## config.mk

```make
export PLATFORM = sky130hd
export DESIGN_NAME = quad_decoder
export DESIGN_NICKNAME = d
export VERILOG_FILES = /design/src/rtl/quad_pkg.sv /design/src/rtl/quad_glitch_filter.sv /design/src/rtl/quad_decoder.sv
export SDC_FILE = /design/constraint.sdc
export NUM_CORES = 1
export LEC_CHECK = 0
export CAP_MARGIN = 0
export CORE_UTILIZATION = 35
export CTS_BUF_LIST = sky130_fd_sc_hd__clkbuf_16
export CTS_CLUSTER_SIZE = 12
export DETAILED_ROUTE_END_ITERATION = 8
export PLACE_DENSITY = 0.66
export SYNTH_ARGS = -nofsm -noshare
export SYNTH_HDL_FRONTEND = slang
export SYNTH_HIERARCHICAL = 1
export SYNTH_SLANG_ARGS = --single-unit
```

## constraint.sdc

```tcl
create_clock -name clk -period 3.4 [get_ports clk]
set_input_delay 0.34 -clock clk [delete_from_list [all_inputs] [get_ports clk]]
set_output_delay 0.34 -clock clk [all_outputs]
set_load 0.01 [all_outputs]
```

## src/rtl/quad_pkg.sv

```systemverilog
// Shared encodings and decode helpers for the quadrature encoder front-end.
//   quad_state_e : filtered {A,B} pin level pair
//   quad_step_e  : per-cycle decode result
//   quad_step()  : classify a prev->cur transition
package quad_pkg;

  typedef enum logic [1:0] {
    Q_00 = 2'b00,
    Q_01 = 2'b01,
    Q_10 = 2'b10,
    Q_11 = 2'b11
  } quad_state_e;

  typedef enum logic [1:0] {
    STEP_NONE = 2'd0,
    STEP_INC  = 2'd1,
    STEP_DEC  = 2'd2,
    STEP_ERR  = 2'd3
  } quad_step_e;

  localparam int unsigned VEL_PERIOD_DEFAULT = 500000;

  // Forward rotation order: 00 -> 10 -> 11 -> 01 -> 00
  function automatic quad_state_e quad_fwd_next(input quad_state_e s);
    case (s)
      Q_00:    return Q_10;
      Q_10:    return Q_11;
      Q_11:    return Q_01;
      default: return Q_00;
    endcase
  endfunction

  // Single-bit change decides direction; a two-bit change is unresolvable
  function automatic quad_step_e quad_step(input quad_state_e prev, input quad_state_e cur);
    logic [1:0] diff;
    diff = 2'(prev) ^ 2'(cur);
    if (diff == 2'b00)                   return STEP_NONE;
    else if (diff == 2'b11)              return STEP_ERR;
    else if (quad_fwd_next(prev) == cur) return STEP_INC;
    else                                 return STEP_DEC;
  endfunction

endpackage

```

## src/rtl/quad_glitch_filter.sv

```systemverilog
// Two-flop synchroniser plus stable-run glitch filter for one encoder channel.
//   clk, reset : clock, async active-low reset
//   pin        : raw asynchronous input
//   level      : filtered level, toggles after FILTER_CYCLES consecutive disagreeing samples
//   stable_c   : level and synced input have agreed for FILTER_CYCLES cycles
module quad_glitch_filter #(
  parameter int unsigned FILTER_CYCLES = 4
) (
  input  logic clk,
  input  logic reset,
  input  logic pin,
  output logic level,
  output logic stable_c
);

  localparam int unsigned CW = $clog2(FILTER_CYCLES + 1);

  logic          sync1;
  logic          sync2;
  logic [1:0]    warm;
  logic [CW-1:0] run_cnt;
  logic [CW-1:0] stab_cnt;

  // warm keeps the reset-value sync flops from counting as a stable pin level
  always_ff @(posedge clk or negedge reset) begin
    if (!reset) begin
      sync1    <= 1'b0;
      sync2    <= 1'b0;
      warm     <= 2'b00;
      level    <= 1'b0;
      run_cnt  <= '0;
      stab_cnt <= '0;
    end else begin
      sync1 <= pin;
      sync2 <= sync1;
      warm  <= {warm[0], 1'b1};
      if (sync2 != level) begin
        stab_cnt <= '0;
        if (run_cnt == CW'(FILTER_CYCLES - 1)) begin
          level   <= sync2;
          run_cnt <= '0;
        end else begin
          run_cnt <= run_cnt + CW'(1);
        end
      end else begin
        run_cnt <= '0;
        if (warm[1] && (stab_cnt != CW'(FILTER_CYCLES))) begin
          stab_cnt <= stab_cnt + CW'(1);
        end
      end
    end
  end

  assign stable_c = (stab_cnt == CW'(FILTER_CYCLES));

endmodule

```

## src/rtl/quad_decoder.sv

```systemverilog
// Quadrature encoder front-end: filter A/B, 4x decode into a wrapping position count,
// direction and sticky illegal-transition flag, windowed velocity, and snapshot handshake.
//   clk, reset        : clock, async active-low reset
//   enc_a, enc_b      : raw encoder pins
//   clear, err_clr    : zero position count / clear sticky error (pulses)
//   snap_req/snap_ack : snapshot request pulse / ack pulse with snap_count, snap_vel
//   count, vel        : live position, last completed window step count (signed, saturated)
//   vel_valid, dir    : vel update pulse, last step direction (1 = forward)
//   err               : sticky illegal-transition flag
module quad_decoder
  import quad_pkg::*;
#(
  parameter int unsigned FILTER_CYCLES = 4,
  parameter int unsigned COUNT_WIDTH   = 16,
  parameter int unsigned VEL_WIDTH     = 16,
  parameter int unsigned VEL_PERIOD    = VEL_PERIOD_DEFAULT
) (
  input  logic                   clk,
  input  logic                   reset,
  input  logic                   enc_a,
  input  logic                   enc_b,
  input  logic                   clear,
  input  logic                   err_clr,
  input  logic                   snap_req,
  output logic                   snap_ack,
  output logic [COUNT_WIDTH-1:0] snap_count,
  output logic [VEL_WIDTH-1:0]   snap_vel,
  output logic [COUNT_WIDTH-1:0] count,
  output logic [VEL_WIDTH-1:0]   vel,
  output logic                   vel_valid,
  output logic                   dir,
  output logic                   err
);

  localparam int unsigned AW = VEL_WIDTH + 1;
  localparam int unsigned PW = (VEL_PERIOD > 1) ? $clog2(VEL_PERIOD) : 1;
  localparam logic signed [AW-1:0] ACC_MAX   = {1'b0, {VEL_WIDTH{1'b1}}};
  localparam logic signed [AW-1:0] ACC_MIN   = {1'b1, {VEL_WIDTH{1'b0}}};
  localparam logic signed [AW-1:0] VEL_MAX_X = {2'b00, {(VEL_WIDTH-1){1'b1}}};
  localparam logic signed [AW-1:0] VEL_MIN_X = {2'b11, {(VEL_WIDTH-1){1'b0}}};

  logic               a_lvl, b_lvl;
  logic               a_stable_c, b_stable_c;
  logic               primed;
  quad_state_e        prev_state;
  quad_state_e        cur_state_c;
  quad_step_e         step_c;
  logic [PW-1:0]      period_cnt;
  logic               terminal_c;
  logic signed [AW-1:0] acc;
  logic signed [AW-1:0] acc_next_c;
  logic [VEL_WIDTH-1:0] vel_sat_c;

  quad_glitch_filter #(.FILTER_CYCLES(FILTER_CYCLES)) u_filt_a (
    .clk      (clk),
    .reset    (reset),
    .pin      (enc_a),
    .level    (a_lvl),
    .stable_c (a_stable_c)
  );

  quad_glitch_filter #(.FILTER_CYCLES(FILTER_CYCLES)) u_filt_b (
    .clk      (clk),
    .reset    (reset),
    .pin      (enc_b),
    .level    (b_lvl),
    .stable_c (b_stable_c)
  );

  // Decode is masked until priming so power-up pin levels never count
  always_comb begin
    cur_state_c = quad_state_e'({a_lvl, b_lvl});
    step_c      = STEP_NONE;
    if (primed) step_c = quad_step(prev_state, cur_state_c);
  end

  // Priming and previous-state tracking
  always_ff @(posedge clk or negedge reset) begin
    if (!reset) begin
      primed     <= 1'b0;
      prev_state <= Q_00;
    end else if (primed) begin
      prev_state <= cur_state_c;
    end else if (a_stable_c && b_stable_c) begin
      primed     <= 1'b1;
      prev_state <= cur_state_c;
    end
  end

  // Position, direction and sticky error; clear beats a coincident step
  always_ff @(posedge clk or negedge reset) begin
    if (!reset) begin
      count <= '0;
      dir   <= 1'b0;
      err   <= 1'b0;
    end else begin
      if (clear)                   count <= '0;
      else if (step_c == STEP_INC) count <= count + COUNT_WIDTH'(1);
      else if (step_c == STEP_DEC) count <= count - COUNT_WIDTH'(1);

      if (step_c == STEP_INC)      dir <= 1'b1;
      else if (step_c == STEP_DEC) dir <= 1'b0;

      if (step_c == STEP_ERR) err <= 1'b1;
      else if (err_clr)       err <= 1'b0;
    end
  end

  // Saturating accumulate including this cycle's step, then clamp to VEL_WIDTH
  always_comb begin
    acc_next_c = acc;
    if ((step_c == STEP_INC) && (acc != ACC_MAX))      acc_next_c = acc + AW'(1);
    else if ((step_c == STEP_DEC) && (acc != ACC_MIN)) acc_next_c = acc - AW'(1);
    vel_sat_c = acc_next_c[VEL_WIDTH-1:0];
    if (acc_next_c > VEL_MAX_X)      vel_sat_c = VEL_MAX_X[VEL_WIDTH-1:0];
    else if (acc_next_c < VEL_MIN_X) vel_sat_c = VEL_MIN_X[VEL_WIDTH-1:0];
  end

  assign terminal_c = (period_cnt == PW'(VEL_PERIOD - 1));

  // Velocity window
  always_ff @(posedge clk or negedge reset) begin
    if (!reset) begin
      period_cnt <= '0;
      acc        <= '0;
      vel        <= '0;
      vel_valid  <= 1'b0;
    end else begin
      vel_valid <= terminal_c;
      if (terminal_c) begin
        period_cnt <= '0;
        acc        <= '0;
        vel        <= vel_sat_c;
      end else begin
        period_cnt <= period_cnt + PW'(1);
        acc        <= acc_next_c;
      end
    end
  end

  // Snapshot captures register values seen in the request cycle
  always_ff @(posedge clk or negedge reset) begin
    if (!reset) begin
      snap_ack   <= 1'b0;
      snap_count <= '0;
      snap_vel   <= '0;
    end else begin
      snap_ack <= snap_req;
      if (snap_req) begin
        snap_count <= count;
        snap_vel   <= vel;
      end
    end
  end

endmodule

```

### Yosys cells after proc, flatten, opt, wreduce, memory -nomap -nowiden

Index checks and enable logic that the tools add are counted.

* register bits after elaboration: 129
* output and inout port bits: 68

* add/sub/neg operators: 9
* order comparisons: 2
* reduce and logical (&&, ||, !) cells: 15
* multiplexer cells: 33
* eq/ne operators: 18
* bitwise operators: 1

Operators with widths (number)
* two-way mux 16 bit: 5
* two-way mux 17 bit: 3
* inequality test 17 bit, second input constant: 2
* two-way mux 3 bit: 8
* adder 19 x 1 -> 19 bit, second input constant: 1
* equality test 19 bit, second input constant: 1
* two-way mux 19 bit: 1
* two-way mux 2 bit: 9
* adder 17 x 2 -> 17 bit, second input constant: 1
* greater-than comparator 17 x 16 -> 1 bit, second input constant: 1
* < comparator 17 x 16 -> 1 bit, second input constant: 1
* subtractor 17 x 2 -> 17 bit, second input constant: 1
* adder 16 x 1 -> 16 bit, second input constant: 1
* subtractor 16 x 1 -> 16 bit, second input constant: 1
* adder 3 x 1 -> 3 bit, second input constant: 4
* equality test 2 bit, second input constant: 5
* nonzero test 2 bit: 5
* equality test 3 x 2 -> 1 bit, second input constant: 2
* equality test 3 bit, second input constant: 2
* two-way mux 1 bit: 6
* inequality test 3 bit, second input constant: 2
* one-hot mux 2 bit (3 select lines): 1
* logical AND 1 bit: 5
* logical NOT 2 bit: 2
* 6 further kinds: 8

### Logic depth before layout (Yosys ltp)

* word-level depth: 17
* gate-level depth with buffers: 14
* depth with buffers taken out: 14

### Hierarchy

Netlist, hierarchy kept.

By module, submodules not included
* quad_decoder: area each 5785.5 um2, cells each 566, sequential area each 2677.6 um2, instances 1
* quad_glitch_filter: area each 444.2 um2, cells each 33, sequential area each 275.3 um2, instances 2

### Worst setup path after synthesis

Ideal clock, no wire load.

* path kind: reg-to-reg
* start: register u_filt_b.level
* end: register count[15]
* setup time: 0.125 ns
* arrival: 3.441 ns
* cell stages (with the launch flop): 14
* setup slack: -0.166 ns
* path buffers: 1
* required time: 3.275 ns
* path through: dfrtp_1 clkbuf_1 o21ai_0 o211ai_1 inv_1 ha_1 inv_1 ha_1 a21o_1 a21o_1 a2111oi_0 o32ai_1 mux2i_1 mux2_2

* word-level cells in the longest chain between the ends: 8

RTL lines
* start: declaration: line quad_glitch_filter.sv:12 `output logic level,`
* start signal: assignment: line quad_glitch_filter.sv:40 `level <= sync2;`
* equality test 2 bit / XOR 2 bit (equally long branches): line quad_pkg.sv:39, quad_pkg.sv:36
* two-way mux 2 bit / equality test 2 bit (equally long branches): line quad_pkg.sv:39, quad_pkg.sv:38
* two-way mux 2 bit: line quad_pkg.sv:38 `else if (diff == 2'b11) return STEP_ERR;`
* two-way mux 2 bit *: line quad_pkg.sv:37 `if (diff == 2'b00) return STEP_NONE;`
* two-way mux 2 bit *: line quad_decoder.sv:74 `if (primed) step_c = quad_step(prev_state, cur_state_c);`
* equality test 2 x 1 -> 1 bit: line quad_decoder.sv:98 `else if (step_c == STEP_INC) count <= count + COUNT_WIDTH'(1);`
* two-way mux 16 bit: line quad_decoder.sv:98
* two-way mux 16 bit: line quad_decoder.sv:97 `if (clear) count <= '0;`
* end signal: assignment: line quad_decoder.sv:98
* end signal: assignment: line quad_decoder.sv:99 `else if (step_c == STEP_DEC) count <= count - COUNT_WIDTH'(1);`
* end: declaration: line quad_decoder.sv:28 `output logic [COUNT_WIDTH-1:0] count,`

Mark *: on every way between the ends. The rest lies on a longest branch, timed or not.
A chain may end at the register's enable or synchronous reset.

### Final worst setup path

Same ends and word-level chain as after synthesis.

==> out/qor.yml <==
synth_mux_area_share_pct: 7.293
die-area_um2: 19620
grt_pass1_vias: 4891
grt_pass1_wl_um: 24950
synth_area_leaders: "dfrtp_1, mux2_2, ha_1"
fin_crit_ps: 3188
p_comb_share_pct: 38.0
numCtsBuffers: 17
synth_edf_count: 0
tightestPinTransition_ps: 841.9
grt_use_total_pct: 16.18
yosysTopAreaCell: "dfrtp_1"
finalHoldViolCount: 23
irDropWorstVdd_mv: 0.3835
syn_area_um2: 6674
syn_area_per_cell_um2: 10.56
cts_tree: "built"
outcome: "finished with violations"
clock_latency_ps: 420
grt-ovfl-total: 0
final_cell_mix: "dfrtp_1, clkdlybuf4s50_1, nand2_1"
dr_total_vias: 5019
holdWs_ps: -26.11
clkTransAtPathRegs_ps: 60
area_delta_synth_final_pct: 26.06
synth_top_family_by_area: "simple AND/OR/NAND/NOR gates"
fp.coreArea_um2: 18710
ys_ff_latch: 129
end_kind: "flop"
finalWirelength_um: 14730
port_buffers: 74
final_cells: 967
maxCapViolations: 0
diodes: 0
clock_path_buffers: 2
num_rows: 50
wl_per_cell_um: 15.23
cts_setup_buffers: 0
cts.sinks: 129
synth_fa_ha_area_share_pct: 5.549
fin_nets: 756
critPathMaxFanout: 13
pwr-share-clk_pct: 29.3
synth_xor_area_share_pct: 4.162
relSlewSlack_pct: 43.88
arrival_ps: 3500
synth_cell_types: 68
setup_tns_ps: 0
reg2reg_depth: 12
layout-drive-gt1-share_pct: 16.78
max_stage_delay_ps: 480
io_pins: 75
synthFlopType: "dfrtp_1"
yosysWarnings: 6
place_area_um2: 7770
synthCells: 632
drv_slew: 0
antenna_found_initial: 0
setup_viol: 0
drc: 0
cp_cell_sequence: "nand2_1, o21ai_0, o211ai_1, inv_1, ha_1, inv_4, ha_1, a2111oi_1, o21ai_1, a32oi_1, mux2i_1, mux2_2"
htreeDepth: 4
critPathSlowestCell: "dfrtp_2"
synthSimpleGateAreaFrac_pct: 17.27
power_leakage_nw: 3.783
gp_congestion: 0.8948
swShare_pct: 36.06
rsz0062_at_grt: "yes"
async_flop_share_pct: 100.0
cts_root_buf: "clkbuf_16"
die_x_um: 140.1
dpl.cell_count: 935
mostFrequentLayoutCell: "dfrtp_1"
grt_max_degree: 89
synth_compound_gate_area_share_pct: 14.17
dr.pass1.iters: 4
start_kind: "flop"
p_int_w: 0.004117
power_w: 0.006438
path_class: "flop to flop"
dp_hpwl_um: 10220
hp-class: "input pin to asynchronous set/reset pin"
p_per_area_nw_per_um2: 765.3
dieHeight_um: 140.1
drtIter0Drc: 302
fmax_ghz: 0.3137
synth_top_cell_area_share_pct: 48.37
crit_path_frequent_cell: "ha_1"
seq_area_frac_synth_pct: 48.37
netSwitchingPower_w: 0.002321
routed_via_density: 5.190
start_util_pct: 35.68
violations: "negative hold slack"
design_area_um2: 8413
seqPwrFrac_pct: 32.7
synth_nets: 668
fin_worst_skew_ps: 8.508
antenna_left: 0
cp_data_required_time_ps: 3710
period_share_pct: 93.76
-- power by group through the flow --
stage | logic (W) | clock network [W] | registers [W]
2_1_floorplan | 0.00169 | 0 | 0.00209
3_3_place_gp | 0.00239 | 0 | 0.00212
6_report | 0.00245 | 0.00188 | 0.00211
4_1_cts | 0.00244 | 0.00193 | 0.00211
5_1_grt | 0.00273 | 0.00199 | 0.00216
3_5_place_dp | 0.00242 | 0 | 0.00213
-- metal layers --
layer | vias to the layer above | track usage (%) | part of all wire [%]
li1 | 2459 | - | -
met1 | 2440 | 21.37 | 48
met2 | 104 | 25.68 | 46
met3 | 16 | 4.239 | 3.9
met4 | 0 | 5.552 | 1.4
met5 | - | 0 | 0
-- worst paths after layout --
path	start	end	slack (ps)
max	u_filt_b/level	count[15]	210
min	reset	snap_count[8]	-30
max reg2reg	u_filt_b/level	count[15]	210
min reg2reg	u_filt_b/warm[0]	u_filt_b/warm[1]	350
max in group asynchronous	reset	vel[5]	2710
min in group clk	u_filt_b/warm[0]	u_filt_b/warm[1]	350
-- registers in the layout, indices dropped and copies added, names as in the netlist, 2 cells and up --
signal             cells
u_filt_b/run_cnt       3
u_filt_b/stab_cnt      3
acc                   17
u_filt_b/warm          2
vel                   16
count                 16
prev_state             2
u_filt_a/stab_cnt      3
u_filt_a/run_cnt       3
u_filt_a/warm          2
period_cnt            19
snap_count            16
snap_vel              16
-- critical path, delay by kind of cell (launching register included) --
| kind | cells | cell delay [ps] |
|---|---|---|
| compound gates | 5 | 1170 |
| mux | 2 | 580 |
| fa+ha+maj | 2 | 530 |
| flops | 1 | 480 |
| buf+inv | 2 | 230 |
| simple gates | 1 | 80 |
-- Yosys cell counts, types with 3 or more instances --
cell and instances:
o21ai_2 9, or2_2 5, mux2_2 37, nand4_1 9, o21a_1 7, o211ai_1 4, nor4_1 9, and2_1 11
ha_1 28, dfrtp_1 129, nor2_1 34, mux2i_1 7, a22oi_1 5, and3b_1 4, a211oi_1 4, a21oi_1 18
or3_1 11, buf_1 3, nand3_1 15, inv_1 24, a2111oi_0 4, o31ai_1 4, nor2b_1 5, o21ai_0 32
or4_1 3, nand2_1 57, and4_1 7, clkbuf_1 17, xor2_1 13, xnor2_1 15, nor3_1 19, nand2b_1 6
a21o_1 9, a2bb2oi_1 3, a21boi_0 4, and3_1 16
-- cell families after synthesis --
group | count (synthesis)
AND/OR/NAND/NOR | 217
AO/OA/AOI/OAI | 132
flip-flops | 129
buffers and inverters | 49
multiplexers | 44
XOR/XNOR | 30
adder cells (fa/ha/maj) | 29
other | 2
-- per-stage QoR --
step | util (%) | hold WS (ps) | setup WS, ps
floorplan | - | 44.41 | 22.26
global placement | 41.54 | 333.6 | 66.82
detailed placement | 41.54 | 337.1 | -64.15
CTS | 44.82 | 12.90 | 27.41
global route | 44.98 | 46.59 | -1.604
finish | 44.98 | -26.11 | 212.3
-- cell type report --
type                            count  area [µm²]
Sequential cell                   129        3229
Inverter                           24       92.59
Timing Repair Buffer               94       912.1
Fill cell                        1760       10290
Multi-Input combinational cell    454        3278
Tap cell                          234       292.8
Clock inverter                     15       182.7
Clock buffer                       17       425.4
-- what timing repair did --
| action | CTS | global route |
|---|---|---|
| hold buffers | 0 | 0 |
| gates resized for setup | 2 | 7 |
| endpoints found under the setup margin | 1 | 14 |
| endpoints found under the hold margin | 0 | 0 |
Note: power is estimated with default switching activity, not from simulation.
